--- src/rtl/state_profiler_pkg.sv ---
// Shared types and helpers for the state profiler: dump FSM encoding,
// saturating increment and index-width helper.
package state_profiler_pkg;

  typedef enum logic {
    RUN  = 1'b0,
    DUMP = 1'b1
  } fsm_e;

  // Counters up to 64 bits wide are supported by the helper.
  function automatic logic [63:0] sat_inc(input logic [63:0] value,
                                          input int unsigned width);
    logic [63:0] max_val;
    max_val = (width >= 64) ? '1 : ((64'd1 << width) - 64'd1);
    return (value >= max_val) ? value : value + 64'd1;
  endfunction

  function automatic int idx_w(input int n);
    return (n > 1) ? $clog2(n) : 1;
  endfunction

endpackage

--- src/rtl/state_profiler_if.sv ---
// Readout handshake carrying one shadow counter word per transfer.
interface state_profiler_if #(
  parameter int CNT_W = 32,
  parameter int CH_W  = 2,
  parameter int ST_W  = 2
);
  logic             rd_valid;
  logic             rd_ready;
  logic [CNT_W-1:0] rd_data;
  logic [CH_W-1:0]  rd_ch;
  logic [ST_W-1:0]  rd_state;
  logic             rd_last;

  modport master (
    output rd_valid, rd_data, rd_ch, rd_state, rd_last,
    input  rd_ready
  );

  modport slave (
    input  rd_valid, rd_data, rd_ch, rd_state, rd_last,
    output rd_ready
  );
endinterface

--- src/rtl/state_profiler_ch.sv ---
// One profiled channel: live bin counters, shadow bank and sticky
// out-of-range flag.
module state_profiler_ch
  import state_profiler_pkg::*;
#(
  parameter int NUM_STATES = 3,
  parameter int STATE_W    = 2,
  parameter int CNT_W      = 32
) (
  input  logic                                 clk,
  input  logic                                 rst,
  input  logic [STATE_W-1:0]                   state_i,
  input  logic                                 en_i,
  input  logic                                 clear_i,
  input  logic                                 capture_i,
  output logic [NUM_STATES-1:0][CNT_W-1:0]     shadow_o,
  output logic                                 err_o
);

  logic [NUM_STATES-1:0][CNT_W-1:0] live_q, live_d;
  logic [NUM_STATES-1:0][CNT_W-1:0] shadow_q, shadow_d;
  logic [NUM_STATES-1:0][CNT_W-1:0] post_w;
  logic                             err_q, err_d;
  logic                             in_range;

  assign in_range = (32'(state_i) < NUM_STATES);

  // post_w is the live bank after this cycle's sample, before clear applies.
  genvar gi;
  generate
    for (gi = 0; gi < NUM_STATES; gi++) begin : g_bin
      logic hit;
      assign hit = en_i && in_range && (32'(state_i) == gi);
      assign post_w[gi] = hit ? CNT_W'(sat_inc(64'(live_q[gi]), CNT_W))
                              : live_q[gi];
    end
  endgenerate

  always_comb begin
    live_d   = clear_i ? '0 : post_w;
    shadow_d = shadow_q;
    // A simultaneous clear captures the pre-clear bank without the sample.
    if (capture_i) begin
      shadow_d = clear_i ? live_q : post_w;
    end
    err_d = err_q;
    if (clear_i) begin
      err_d = 1'b0;
    end else if (en_i && !in_range) begin
      err_d = 1'b1;
    end
  end

  always_ff @(posedge clk or negedge rst) begin
    if (!rst) begin
      live_q   <= '0;
      shadow_q <= '0;
      err_q    <= 1'b0;
    end else begin
      live_q   <= live_d;
      shadow_q <= shadow_d;
      err_q    <= err_d;
    end
  end

  assign shadow_o = shadow_q;
  assign err_o    = err_q;

endmodule

--- src/rtl/state_profiler.sv ---
// Multi-channel state-occupancy profiler with snapshot dump over a
// valid/ready readout port.
module state_profiler
  import state_profiler_pkg::*;
#(
  parameter int NUM_CH     = 4,
  parameter int NUM_STATES = 3,
  parameter int STATE_W    = 2,
  parameter int CNT_W      = 32
) (
  input  logic                        clk,
  input  logic                        rst,
  input  logic [NUM_CH*STATE_W-1:0]   state,
  input  logic                        en,
  input  logic                        clear,
  input  logic                        snap,
  output logic                        busy,
  output logic [NUM_CH-1:0]           err,
  state_profiler_if.master            rd
);

  localparam int CH_W = idx_w(NUM_CH);
  localparam int ST_W = idx_w(NUM_STATES);
  localparam logic [CH_W-1:0] LAST_CH = CH_W'(NUM_CH - 1);
  localparam logic [ST_W-1:0] LAST_ST = ST_W'(NUM_STATES - 1);

  fsm_e            fsm_q, fsm_d;
  logic [CH_W-1:0] ch_q, ch_d;
  logic [ST_W-1:0] bin_q, bin_d;
  logic            capture;
  logic            xfer;
  logic            at_last;

  logic [NUM_CH-1:0][NUM_STATES-1:0][CNT_W-1:0] shadow_w;

  assign capture = (fsm_q == RUN) && snap;
  assign xfer    = (fsm_q == DUMP) && rd.rd_ready;
  assign at_last = (ch_q == LAST_CH) && (bin_q == LAST_ST);

  genvar gi;
  generate
    for (gi = 0; gi < NUM_CH; gi++) begin : g_ch
      state_profiler_ch #(
        .NUM_STATES (NUM_STATES),
        .STATE_W    (STATE_W),
        .CNT_W      (CNT_W)
      ) u_ch (
        .clk       (clk),
        .rst       (rst),
        .state_i   (state[gi*STATE_W +: STATE_W]),
        .en_i      (en),
        .clear_i   (clear),
        .capture_i (capture),
        .shadow_o  (shadow_w[gi]),
        .err_o     (err[gi])
      );
    end
  endgenerate

  always_ff @(posedge clk or negedge rst) begin
    if (!rst) begin
      fsm_q <= RUN;
      ch_q  <= '0;
      bin_q <= '0;
    end else begin
      fsm_q <= fsm_d;
      ch_q  <= ch_d;
      bin_q <= bin_d;
    end
  end

  // Word pointer walks channel-major and rewinds to (0,0) after the last word.
  always_comb begin
    fsm_d = fsm_q;
    ch_d  = ch_q;
    bin_d = bin_q;
    case (fsm_q)
      RUN: begin
        if (snap) begin
          fsm_d = DUMP;
          ch_d  = '0;
          bin_d = '0;
        end
      end
      DUMP: begin
        if (xfer) begin
          if (at_last) begin
            fsm_d = RUN;
            ch_d  = '0;
            bin_d = '0;
          end else if (bin_q == LAST_ST) begin
            bin_d = '0;
            ch_d  = ch_q + CH_W'(1);
          end else begin
            bin_d = bin_q + ST_W'(1);
          end
        end
      end
      default: fsm_d = RUN;
    endcase
  end

  always_comb begin
    busy        = (fsm_q == DUMP);
    rd.rd_valid = busy;
    rd.rd_last  = busy && at_last;
    rd.rd_ch    = ch_q;
    rd.rd_state = bin_q;
    rd.rd_data  = busy ? shadow_w[ch_q][bin_q] : '0;
  end

endmodule

--- src/flat_wrapper.sv ---
// flat-port wrapper written by rule: the top's interface ports become plain ports
module state_profiler_flat import state_profiler_pkg::*;
#(
  parameter int NUM_CH     = 4,
  parameter int NUM_STATES = 3,
  parameter int STATE_W    = 2,
  parameter int CNT_W      = 32
)
  (clk, rst, state, en, clear, snap, busy, err, rd_rd_valid, rd_rd_data, rd_rd_ch, rd_rd_state, rd_rd_last, rd_rd_ready);
  state_profiler_if #(.CNT_W(CNT_W)) rd_i ();
  input  logic clk;
  input  logic rst;
  input  logic [NUM_CH*STATE_W-1:0] state;
  input  logic en;
  input  logic clear;
  input  logic snap;
  output logic busy;
  output logic [NUM_CH-1:0] err;
  output wire logic [$bits(rd_i.rd_valid)-1:0] rd_rd_valid;
  output wire logic [$bits(rd_i.rd_data)-1:0] rd_rd_data;
  output wire logic [$bits(rd_i.rd_ch)-1:0] rd_rd_ch;
  output wire logic [$bits(rd_i.rd_state)-1:0] rd_rd_state;
  output wire logic [$bits(rd_i.rd_last)-1:0] rd_rd_last;
  input wire logic [$bits(rd_i.rd_ready)-1:0] rd_rd_ready;
  assign rd_rd_valid = rd_i.rd_valid;
  assign rd_rd_data = rd_i.rd_data;
  assign rd_rd_ch = rd_i.rd_ch;
  assign rd_rd_state = rd_i.rd_state;
  assign rd_rd_last = rd_i.rd_last;
  assign rd_i.rd_ready = rd_rd_ready;
  state_profiler #(.NUM_CH(NUM_CH), .NUM_STATES(NUM_STATES), .STATE_W(STATE_W), .CNT_W(CNT_W)) u_core (.clk(clk), .rst(rst), .state(state), .en(en), .clear(clear), .snap(snap), .busy(busy), .err(err), .rd(rd_i));
endmodule
--- config.mk ---
export PLATFORM = sky130hd
export DESIGN_NAME = state_profiler_flat
export DESIGN_NICKNAME = d
export VERILOG_FILES = /design/src/rtl/state_profiler_pkg.sv /design/src/rtl/state_profiler_if.sv /design/src/rtl/state_profiler_ch.sv /design/src/rtl/state_profiler.sv /design/src/flat_wrapper.sv
export SDC_FILE = /design/constraint.sdc
export NUM_CORES = 2
export LEC_CHECK = 0
export ABC_AREA = 0
export ABC_CLOCK_PERIOD_IN_PS = 6900
export CORE_MARGIN = 2
export CORE_UTILIZATION = 40
export DETAILED_ROUTE_END_ITERATION = 6
export GPL_TIMING_DRIVEN = 1
export HOLD_SLACK_MARGIN = 0.03
export SLEW_MARGIN = 10
export SYNTH_ARGS = -nofsm -noshare
export SYNTH_HDL_FRONTEND = slang
export SYNTH_HIERARCHICAL = 1
export SYNTH_SLANG_ARGS = --single-unit
--- constraint.sdc ---
create_clock -name clk -period 6.9 [get_ports clk]
set_input_delay 1.725 -clock clk [delete_from_list [all_inputs] [get_ports clk]]
set_output_delay 1.725 -clock clk [all_outputs]
set_load 0.01 [all_outputs]
==> results.tsv <==
metric	value	unit
status	finished clean	
DP HPWL	111000	um
Die Y	347	um
fraction of the mapped netlist area in simple logic gates	0.269	
Max rail drop VDD	0.000302	V
mean number of vias per cell	6.49	
Core Box Area	116000	um2
Hold Buf Count CTS	0	
Post-Route WL	161000	um
main combinational cell family by area after synthesis	simple AND/OR/NAND/NOR gates	
syn avg cell area	8.99	um2
Crit Path Max Fanout	43	
synthesis-to-finish area growth	9.39	%
Main synth FF type	dfrtp_1	
cell chain of the critical path	buf_4 > nand2b_2 > a211oi_1 > o41ai_2 > clkdlybuf4s50_1	
Post-Synthesis Cell Area	46900	um2
first-pass GRT wire length	246000	um
pre-CTS setup slack	1.81	ns
xor and xnor area share after synthesis	0.0157	
CP bufs+invs	2	
leading area contributor after synthesis	dfrtp_1	
GPL Wtd Cong	0.936	
Iter 0 DRT Violations	5043	
Seq/Total Area, Yosys	0.414	
final worst-path setup slack	1.22	ns
cells resized by post-CTS repair	0	
post-synth net total	5246	
max-slew violations	0	
NumNets Final	5042	
Initial Util	0.404	
combinational power share	0.294	
Rel. slew slack	0.198	
initial antenna violation count	12	
GRT overflow	0	
Final Critical Period	5.68	ns
Routed wire per std cell	24.3	um
Tightest Hold Check Type	reg -> reg	
unrepaired setup endpoints after global routing	false	
flops & latches, synth	777	
post-CTS setup buffers	0	
Leak Pwr	18.1	nW
critical path arrival	3.95	ns
largest net degree at the start of global routing	186	
post-synthesis compound-gate area fraction	0.198	
Netlist cell types	78	
Critical Path Sink Type	output pin	
Boundary Pins	57	
mux contribution to synthesized area	0.0558	
clk_lat worst skew	0.69	ns
row cnt	125	
layout cell share with drive strength beyond 1	0.0862	
Pre-antenna DRT Iters	6	
CTS Buf Count	92	
Post-synth ARST share	1.00	
switch share	0.369	
pwr/cell area	332	nW/um2
vias post-DR	43000	
Synth Area in Adders	0.00347	
TNS Setup	0	ns
CP max stage delay	0.95	ns
CTS Sinks	777	
sequential power share	0.404	
top-area cell type share of the netlist area	0.414	
skew final	0.0433	ns
clock share of power	0.302	
final hold viol count	0	
yosys synthesis warning count	6	
die width	347	um
DIE AREA	120000	um2
Post-synth EDFFs	0	
Psw	6.29	mW
Slowest-stage cell, CP	a211oi_1	
dpl cell area	48200	um2
Required @ worst endpoint	5.18	ns
CTS max path bufs	3	
Clk pin slew, worst setup/hold paths	0.06	ns
Worst-Margin Slew	1.20	ns
final-report setup violation count	0	
Finished Cell Area	51300	um2
family with the most delay on the worst path	compound AO/OA/AOI/OAI gates	
Fmax	176	MHz
gr usage total	0.262	
Tcrit/Tclk final	0.823	
synth top area cells	dfrtp_1 (41%), a31oi_1 (4.8%), or3_1 (4.6%)	
CTS tree	yes	
Util after Layout	0.442	
number of global-route vias before repair	38600	
DRC	0	
CP Launch Type	register	
Clock Root Buffer	clkbuf_16	
Antenna Violating Nets Remaining	0	
synthesized instance count	5219	
Max Cap Viol	0	
CTS HTree Levels	3	
critical setup path kind	reg -> out	
Port-buffer cells	56	
Internal Power	10.8	mW
-- routing by layer --
| metal | vias to the layer above | track usage | part of all wire |
|---|---|---|---|
| met4 | 4 | 0.0878 | 0.034 |
| met1 | 21300 | 0.383 | 0.45 |
| met3 | 264 | 0.0499 | 0.083 |
| li1 | 19800 | - | - |
| met2 | 1612 | 0.386 | 0.43 |
| met5 | - | 0 | 0.00016 |
-- metrics by stage --
stage / total power, mW / cells / hold WS [ns]
3_5_place_dp: 11.8 / 6445 / 0.484
5_1_grt: 17.7 / 6615 / 0.518
6_report: 17.0 / 6620 / 0.497
3_3_place_gp: 11.8 / 6445 / 0.476
2_1_floorplan: 9.21 / 5219 / 0.444
4_1_cts: 17.0 / 6615 / 0.499
-- cell type report --
type                       instances  area (um2)
fill                           11200       64900
multi-input combinational       3976       25400
sequential                       777       19400
clock buffer                     139        2730
tap                             1524        1910
timing repair buffer             120        1170
clock inverter                    31         435
inverter                          48         180
antenna                            5        12.5
-- worst reg2reg max path, delay by kind of cell, from the launching register on --
family                     cells  cell delay [ns]
DFF                            1             0.50
and+or+nand+nor                3             1.81
buffers and inverters          1             0.45
adders and majority gates      1             0.23
AOI/OAI and AO/OA              2             0.36
-- power by group through the flow --
| stage | logic, mW | clock network [mW] | registers [mW] |
|---|---|---|---|
| final | 5.00 | 5.15 | 6.89 |
| after floorplan | 3.17 | 0 | 6.04 |
| after global placement | 4.87 | 0 | 6.93 |
| after detailed placement | 4.90 | 0 | 6.93 |
| after CTS | 4.92 | 5.24 | 6.87 |
| after global routing | 5.32 | 5.43 | 6.92 |
-- registers in the layout, summed over array words and instances (netlist names) --
signal and cells:
u_core/g_ch.u_ch/live_q 384, u_core/g_ch.u_ch/shadow_o 384, u_core/g_ch.u_ch/err_o 4, u_core/rd.rd_ch 2, u_core/rd.rd_state 2, u_core/busy 1
-- cells in the final DEF (no fill, tap or decap), drive strengths merged, types with 15 or more instances in the layout --
master and count:
inv 43, mux2 75, xnor2 75, nand4 185, nor2 475, or4 292
and2 24, o22ai 31, nand2b 17, dfrtp 777, nor3 64, o311ai 19
nand3b 16, mux4 64, a31oi 358, a21oi 363, nor2b 58, or3 344
clkbuf 139, o31ai 281, and3 77, a211oi 15, o211ai 23, or2 18
a31o 21, nand3 246, buf 67, clkdlybuf4s50 53, and4 50, nand2 257
o21ai 347, clkinv 24, nor4 63
-- synthesized netlist by cell type (38+ instances only) --
| cell | number |
|---|---|
| or3_1 | 344 |
| o31ai_1 | 250 |
| inv_1 | 40 |
| clkbuf_1 | 328 |
| nor3_1 | 64 |
| dfrtp_1 | 777 |
| buf_2 | 49 |
| mux4_2 | 38 |
| or4_1 | 284 |
| o21ai_0 | 345 |
| nand4_1 | 182 |
| and4_1 | 50 |
| a31oi_1 | 358 |
| a21oi_1 | 363 |
| nand2_1 | 257 |
| nand3_1 | 246 |
| nor4_1 | 50 |
| and3_1 | 77 |
| xnor2_1 | 75 |
| nor2_1 | 475 |
-- path summary, 6_finish.rpt --
| check | endpoint | cells past startpoint | slack, ns | from |
|---|---|---|---|---|
| worst min register to register | u_core/g_ch[2].u_ch/shadow_o[48] | 1 | 0.50 | u_core/g_ch[2].u_ch/shadow_o[48] |
| max in group asynchronous | u_core/rd.rd_state[1] | 2 | 4.43 | rst |
| min in group asynchronous | u_core/g_ch[2].u_ch/shadow_o[87] | 1 | 1.08 | rst |
| worst max register to register | u_core/g_ch[2].u_ch/live_q[57] | 7 | 3.48 | u_core/g_ch[2].u_ch/live_q[32] |
| worst max-delay path | rd_rd_data[16] | 5 | 1.22 | u_core/rd.rd_state[1] |
| worst min-delay path | u_core/g_ch[2].u_ch/shadow_o[48] | 1 | 0.50 | u_core/g_ch[2].u_ch/shadow_o[48] |
-- kinds of logic after synthesis --
logic type | count (synthesis)
and+or+nand+nor | 2225
AOI/OAI and AO/OA | 1503
DFF | 777
buffers and inverters | 466
muxes | 151
xor gates and xnor gates | 84
adders and majority gates | 13
Power figures use the tool's default switching activity.
